File: config.mk
export PLATFORM = sky130hd
export DESIGN_NAME = switch_debouncer
export DESIGN_NICKNAME = d
export VERILOG_FILES = /design/src/rtl/switch_pkg.sv /design/src/rtl/switch_debounce_channel.sv /design/src/rtl/switch_debouncer.sv
export SDC_FILE = /design/constraint.sdc
export NUM_CORES = 1
export LEC_CHECK = 0
export ABC_AREA = 1
export CAP_MARGIN = 20
export CORE_UTILIZATION = 41
export DETAILED_ROUTE_END_ITERATION = 8
export PLACE_DENSITY = 0.7
export SLEW_MARGIN = 20
export SYNTH_ARGS = -nofsm -noshare
export SYNTH_HDL_FRONTEND = slang
export SYNTH_SLANG_ARGS = --single-unit
File: constraint.sdc
create_clock -name clk -period 1.41 [get_ports clk]
set_input_delay 0.282 -clock clk [delete_from_list [all_inputs] [get_ports clk]]
set_output_delay 0.282 -clock clk [all_outputs]
set_load 0.005 [all_outputs]
File: src/rtl/switch_pkg.sv
// switch_pkg: shared types and defaults for the switch debouncer.
//   swState_t             per-channel debounce FSM state
//   DEFAULT_NUM_SW        default number of switch channels
//   DEFAULT_STABLE_CYCLES default settle time in clk cycles (1 ms at 100 MHz)
package switch_pkg;

    typedef enum logic {
        SW_STABLE,
        SW_PENDING
    } swState_t;

    localparam int DEFAULT_NUM_SW        = 8;
    localparam int DEFAULT_STABLE_CYCLES = 100000;

endpackage

File: src/rtl/switch_debounce_channel.sv
// switch_debounce_channel: one switch channel with synchronizer, debounce FSM and edge pulses.
//   clk        system clock
//   rst_n      asynchronous active-low reset
//   swRaw      raw bouncing switch level
//   swStable   debounced level
//   swChanged  one-cycle pulse when swStable toggles
//   swRise     one-cycle pulse on a 0->1 acceptance
//   swFall     one-cycle pulse on a 1->0 acceptance
module switch_debounce_channel
    import switch_pkg::*;
#(
    parameter int STABLE_CYCLES = DEFAULT_STABLE_CYCLES
) (
    input  logic clk,
    input  logic rst_n,
    input  logic swRaw,
    output logic swStable,
    output logic swChanged,
    output logic swRise,
    output logic swFall
);

    localparam int CW = $clog2(STABLE_CYCLES + 1);

    logic [1:0]    syncReg;
    logic          s;
    swState_t      state, stateNext;
    logic [CW-1:0] cnt, cntNext;
    logic          accept;
    logic          differs;
    logic          lastCount;

    assign s         = syncReg[1];
    assign differs   = s != swStable;
    // The counter is 0 while STABLE, so with STABLE_CYCLES==1 this also
    // makes the first differing cycle an immediate acceptance.
    assign lastCount = cnt == CW'(STABLE_CYCLES - 1);

    always_comb begin
        stateNext = state;
        cntNext   = cnt;
        accept    = 1'b0;
        case (state)
            SW_STABLE: begin
                if (differs && lastCount) begin
                    accept  = 1'b1;
                    cntNext = '0;
                end else if (differs) begin
                    stateNext = SW_PENDING;
                    cntNext   = CW'(1);
                end else begin
                    cntNext = '0;
                end
            end
            default: begin
                if (!differs) begin
                    stateNext = SW_STABLE;
                    cntNext   = '0;
                end else if (lastCount) begin
                    stateNext = SW_STABLE;
                    cntNext   = '0;
                    accept    = 1'b1;
                end else begin
                    cntNext = cnt + 1'b1;
                end
            end
        endcase
    end

    always_ff @(posedge clk or negedge rst_n) begin
        if (!rst_n) begin
            syncReg   <= '0;
            state     <= SW_STABLE;
            cnt       <= '0;
            swStable  <= 1'b0;
            swChanged <= 1'b0;
            swRise    <= 1'b0;
            swFall    <= 1'b0;
        end else begin
            syncReg   <= {syncReg[0], swRaw};
            state     <= stateNext;
            cnt       <= cntNext;
            // An acceptance always flips the level, since it requires s != swStable.
            swStable  <= swStable ^ accept;
            swChanged <= accept;
            swRise    <= accept & s;
            swFall    <= accept & ~s;
        end
    end

endmodule

File: src/rtl/switch_debouncer.sv
// switch_debouncer: NUM_SW independent debounced switch channels.
//   clk         system clock
//   rst_n       asynchronous active-low reset
//   sw_raw      raw bouncing switch levels
//   sw_stable   debounced levels
//   sw_changed  one-cycle toggle pulses
//   sw_rise     one-cycle 0->1 pulses
//   sw_fall     one-cycle 1->0 pulses
module switch_debouncer
    import switch_pkg::*;
#(
    parameter int NUM_SW        = DEFAULT_NUM_SW,
    parameter int STABLE_CYCLES = DEFAULT_STABLE_CYCLES
) (
    input  logic              clk,
    input  logic              rst_n,
    input  logic [NUM_SW-1:0] sw_raw,
    output logic [NUM_SW-1:0] sw_stable,
    output logic [NUM_SW-1:0] sw_changed,
    output logic [NUM_SW-1:0] sw_rise,
    output logic [NUM_SW-1:0] sw_fall
);

    for (genvar g = 0; g < NUM_SW; g++) begin : genChannel
        switch_debounce_channel #(
            .STABLE_CYCLES(STABLE_CYCLES)
        ) uChannel (
            .clk      (clk),
            .rst_n    (rst_n),
            .swRaw    (sw_raw[g]),
            .swStable (sw_stable[g]),
            .swChanged(sw_changed[g]),
            .swRise   (sw_rise[g]),
            .swFall   (sw_fall[g])
        );
    end

endmodule

==> impl_metrics.json <==
{
  "final.setup.tns_ps": 0,
  "period_minus_slack_ps": 1410,
  "rsz0062_at_grt": "yes",
  "reg2reg_depth": 8,
  "worst_slew_pin_slew_ps": 307,
  "dp_hpwl_um": 12300,
  "status": "finished clean",
  "critPathCaptureType": "register",
  "path_cells": "ha_2 -> nand2_2 -> buf_6 -> nor2_4 -> buf_6 -> nand3_2 -> xor2_1 -> nor2_1",
  "floorplan.die_area_um2": 23800,
  "synth_flop_cell": "dfrtp_1",
  "rows": 55,
  "crit_required_ps": 1730,
  "yosysTopAreaCellShare_pct": 50.4,
  "path_buf_inv": 2,
  "first_pass_iters": 7,
  "cp_common_cell": "buf_6",
  "drive_above_1_share_pct": 22.4,
  "max_freq_mhz": 709,
  "ir_worst_vdd_mv": 0.648,
  "maxSlewViolCount": 0,
  "critPathMaxFanout": 3,
  "cts_sinks": 192,
  "ys_seq_elements": 192,
  "grt_pass1_wl_um": 31800,
  "fin_crit_sh_pct": 100,
  "fin_nets": 1276,
  "fin_skew_ps": 8.10,
  "gp_congestion": 0.872,
  "crit_slowest_cell": "dfrtp_1",
  "timing.max_cap.violations": 0,
  "num_vias": 7439,
  "routed_wl_um": 19000,
  "cts_root_buf": "clkbuf_16",
  "netlist_instances": 1160,
  "place_ws_ps": -28.3,
  "cts_buffers": 17,
  "timing.slew.headroom_pct": 79.4,
  "arrival_ps": 1730,
  "ys_types": 24,
  "cts_tree": "done",
  "hold_viol": 0,
  "finalPower_mw": 10.5,
  "fin_util_pct": 51.8,
  "setup_violations": 0,
  "hold_class": "in2async",
  "stdcell_area_um2": 11800,
  "grt_pass1_vias": 7143,
  "grt.total_usage_pct": 16.3,
  "syn_nets": 1178,
  "yosysMostFrequentCell": "nor2_1",
  "placed_area_um2": 10300,
  "io-pin-count": 42,
  "cp.depth": 8,
  "p_leak_nw": 5.17,
  "antennaDiodeCount": 0,
  "drc": 0,
  "fp.dieW_um": 154,
  "critPathLaunchType": "register",
  "clk_pin_slew_ps": 70,
  "critPathKind": "reg2reg",
  "synthArstFlopShare_pct": 100,
  "antenna_found_initial": 0,
  "critPathMaxStageDelay_ps": 360,
  "syn_avg_cell_area_um2": 8.21,
  "yosysSeqAreaShare_pct": 50.4,
  "cts-htree-levels": 4,
  "finalWorstSetupSlack_ps": 0.0671,
  "start_util_pct": 42.0,
  "yosys_warnings": 0,
  "critical_path.top_delay_family": "flip-flops",
  "dieHeight_um": 154,
  "ant_nets": 0,
  "via_per_inst": 4.78,
  "clock_latency_ps": 440,
  "post-synth-top-area-cell": "dfrtp_1",
  "wl_per_cell_um": 12.2,
  "power_density_nw_per_um2": 893,
  "synth_edf_count": 0,
  "overflow": 0,
  "portBuffers": 41,
  "grt_start_max_net_pins": 57,
  "cts_buffer_depth": 2,
  "synth.area.top_cells": "dfrtp_1 50%, nor2_1 12%, nand2_1 8.5%, xor2_1 5.4%, inv_1 4.8%",
  "netlist_area_um2": 9530,
  "synthTopCellsByCount": "292 x nor2_1, 216 x nand2_1, 192 x dfrtp_1, 123 x inv_1, 59 x xor2_1",
  "drt_iter0_markers": 362,
  "syn2layout_area_growth_pct": 23.4,
  "core_um2": 22700
}
==> state kept, by name, indices dropped and copies added (netlist names) <==
name / flops
genChannel.uChannel.cnt: 136
genChannel.uChannel.state: 8
genChannel.uChannel.swChanged: 8
genChannel.uChannel.swFall: 8
genChannel.uChannel.swRise: 8
genChannel.uChannel.swStable: 8
genChannel.uChannel.syncReg: 16
==> cell type report <==
| class | count | area (µm²) |
|---|---|---|
| sequential | 192 | 4810 |
| tap | 285 | 357 |
| multi-input combinational | 810 | 4590 |
| timing repair buffer | 113 | 1000 |
| fill | 1987 | 11000 |
| inverter | 124 | 465 |
| clock buffer | 20 | 447 |
| clock inverter | 11 | 82.6 |
==> metrics by stage <==
| stage | cells | hold WS, ps |
|---|---|---|
| global route | 1555 | 264 |
| floorplan | 1160 | -13.6 |
| detailed placement | 1492 | 165 |
| finish | 1555 | 274 |
| global placement | 1492 | 164 |
| CTS | 1534 | 260 |
==> layer usage <==
metal	GRT usage [%]	vias up	part of all wire, %	wire [µm]
li1	-	3765	-	-
met1	20.9	3539	45	8610
met2	27.3	110	51	9610
met3	3.25	25	2.7	514
met4	5.99	0	1.4	269
met5	0	-	0	0
==> repair_timing <==
| item | in CTS | in global routing |
|---|---|---|
| setup buffers | 7 | 17 |
| cloned | 3 | 5 |
| hold buffers | 1 | 0 |
| resized for setup | 49 | 166 |
| endpoints found under the hold margin | 113 | 0 |
| pin swaps | 1 | 51 |
| setup endpoints to repair | 48 | 158 |
==> cells by family after synthesis <==
group	count (synthesis)	synth area share [%]
fa+ha+maj	8	1.05
flops	192	50.4
buf+inv	164	8.35
simple gates	683	31.2
xor+xnor	76	6.99
compound gates	37	2.02
==> cell usage in the layout, fill, tap and decap left out, types with 6 or more instances in the layout <==
cell	n
nor2_2	32
inv_2	11
nor2_1	265
nand2_2	34
o21ai_0	6
nand3_1	49
buf_6	11
dfrtp_1	190
nand3_4	14
clkbuf_16	17
dlygate4sd2_1	28
a21oi_2	7
clkdlybuf4s50_1	8
nand2_1	188
nor3_2	27
a21oi_1	19
nand2_4	15
xor2_1	58
buf_4	55
nor2_4	14
ha_2	8
inv_1	113
nand4_1	11
nor3_1	21
xnor2_1	17
nor3_4	6
==> final timing paths <==
path                       slack (ps)                                 to                              start
max in group asynchronous         590      genChannel[5].uChannel.cnt[5]                              rst_n
hold reg to reg                   350  genChannel[7].uChannel.syncReg[1]  genChannel[7].uChannel.syncReg[0]
hold / removal                    270      genChannel[5].uChannel.cnt[6]                              rst_n
setup / recovery                 0.07     genChannel[1].uChannel.cnt[12]      genChannel[1].uChannel.cnt[0]
setup reg to reg                 0.07     genChannel[1].uChannel.cnt[12]      genChannel[1].uChannel.cnt[0]
min in group clk                  280  genChannel[4].uChannel.syncReg[0]                          sw_raw[4]
==> report_power, final <==
part	total, mW	switching (mW)	internal (mW)
Combinational	0.462	0.289	0.173
Clock	4.42	2.10	2.31
Sequential	5.62	0.0493	5.57
Note: power is estimated with default switching activity, not from simulation.
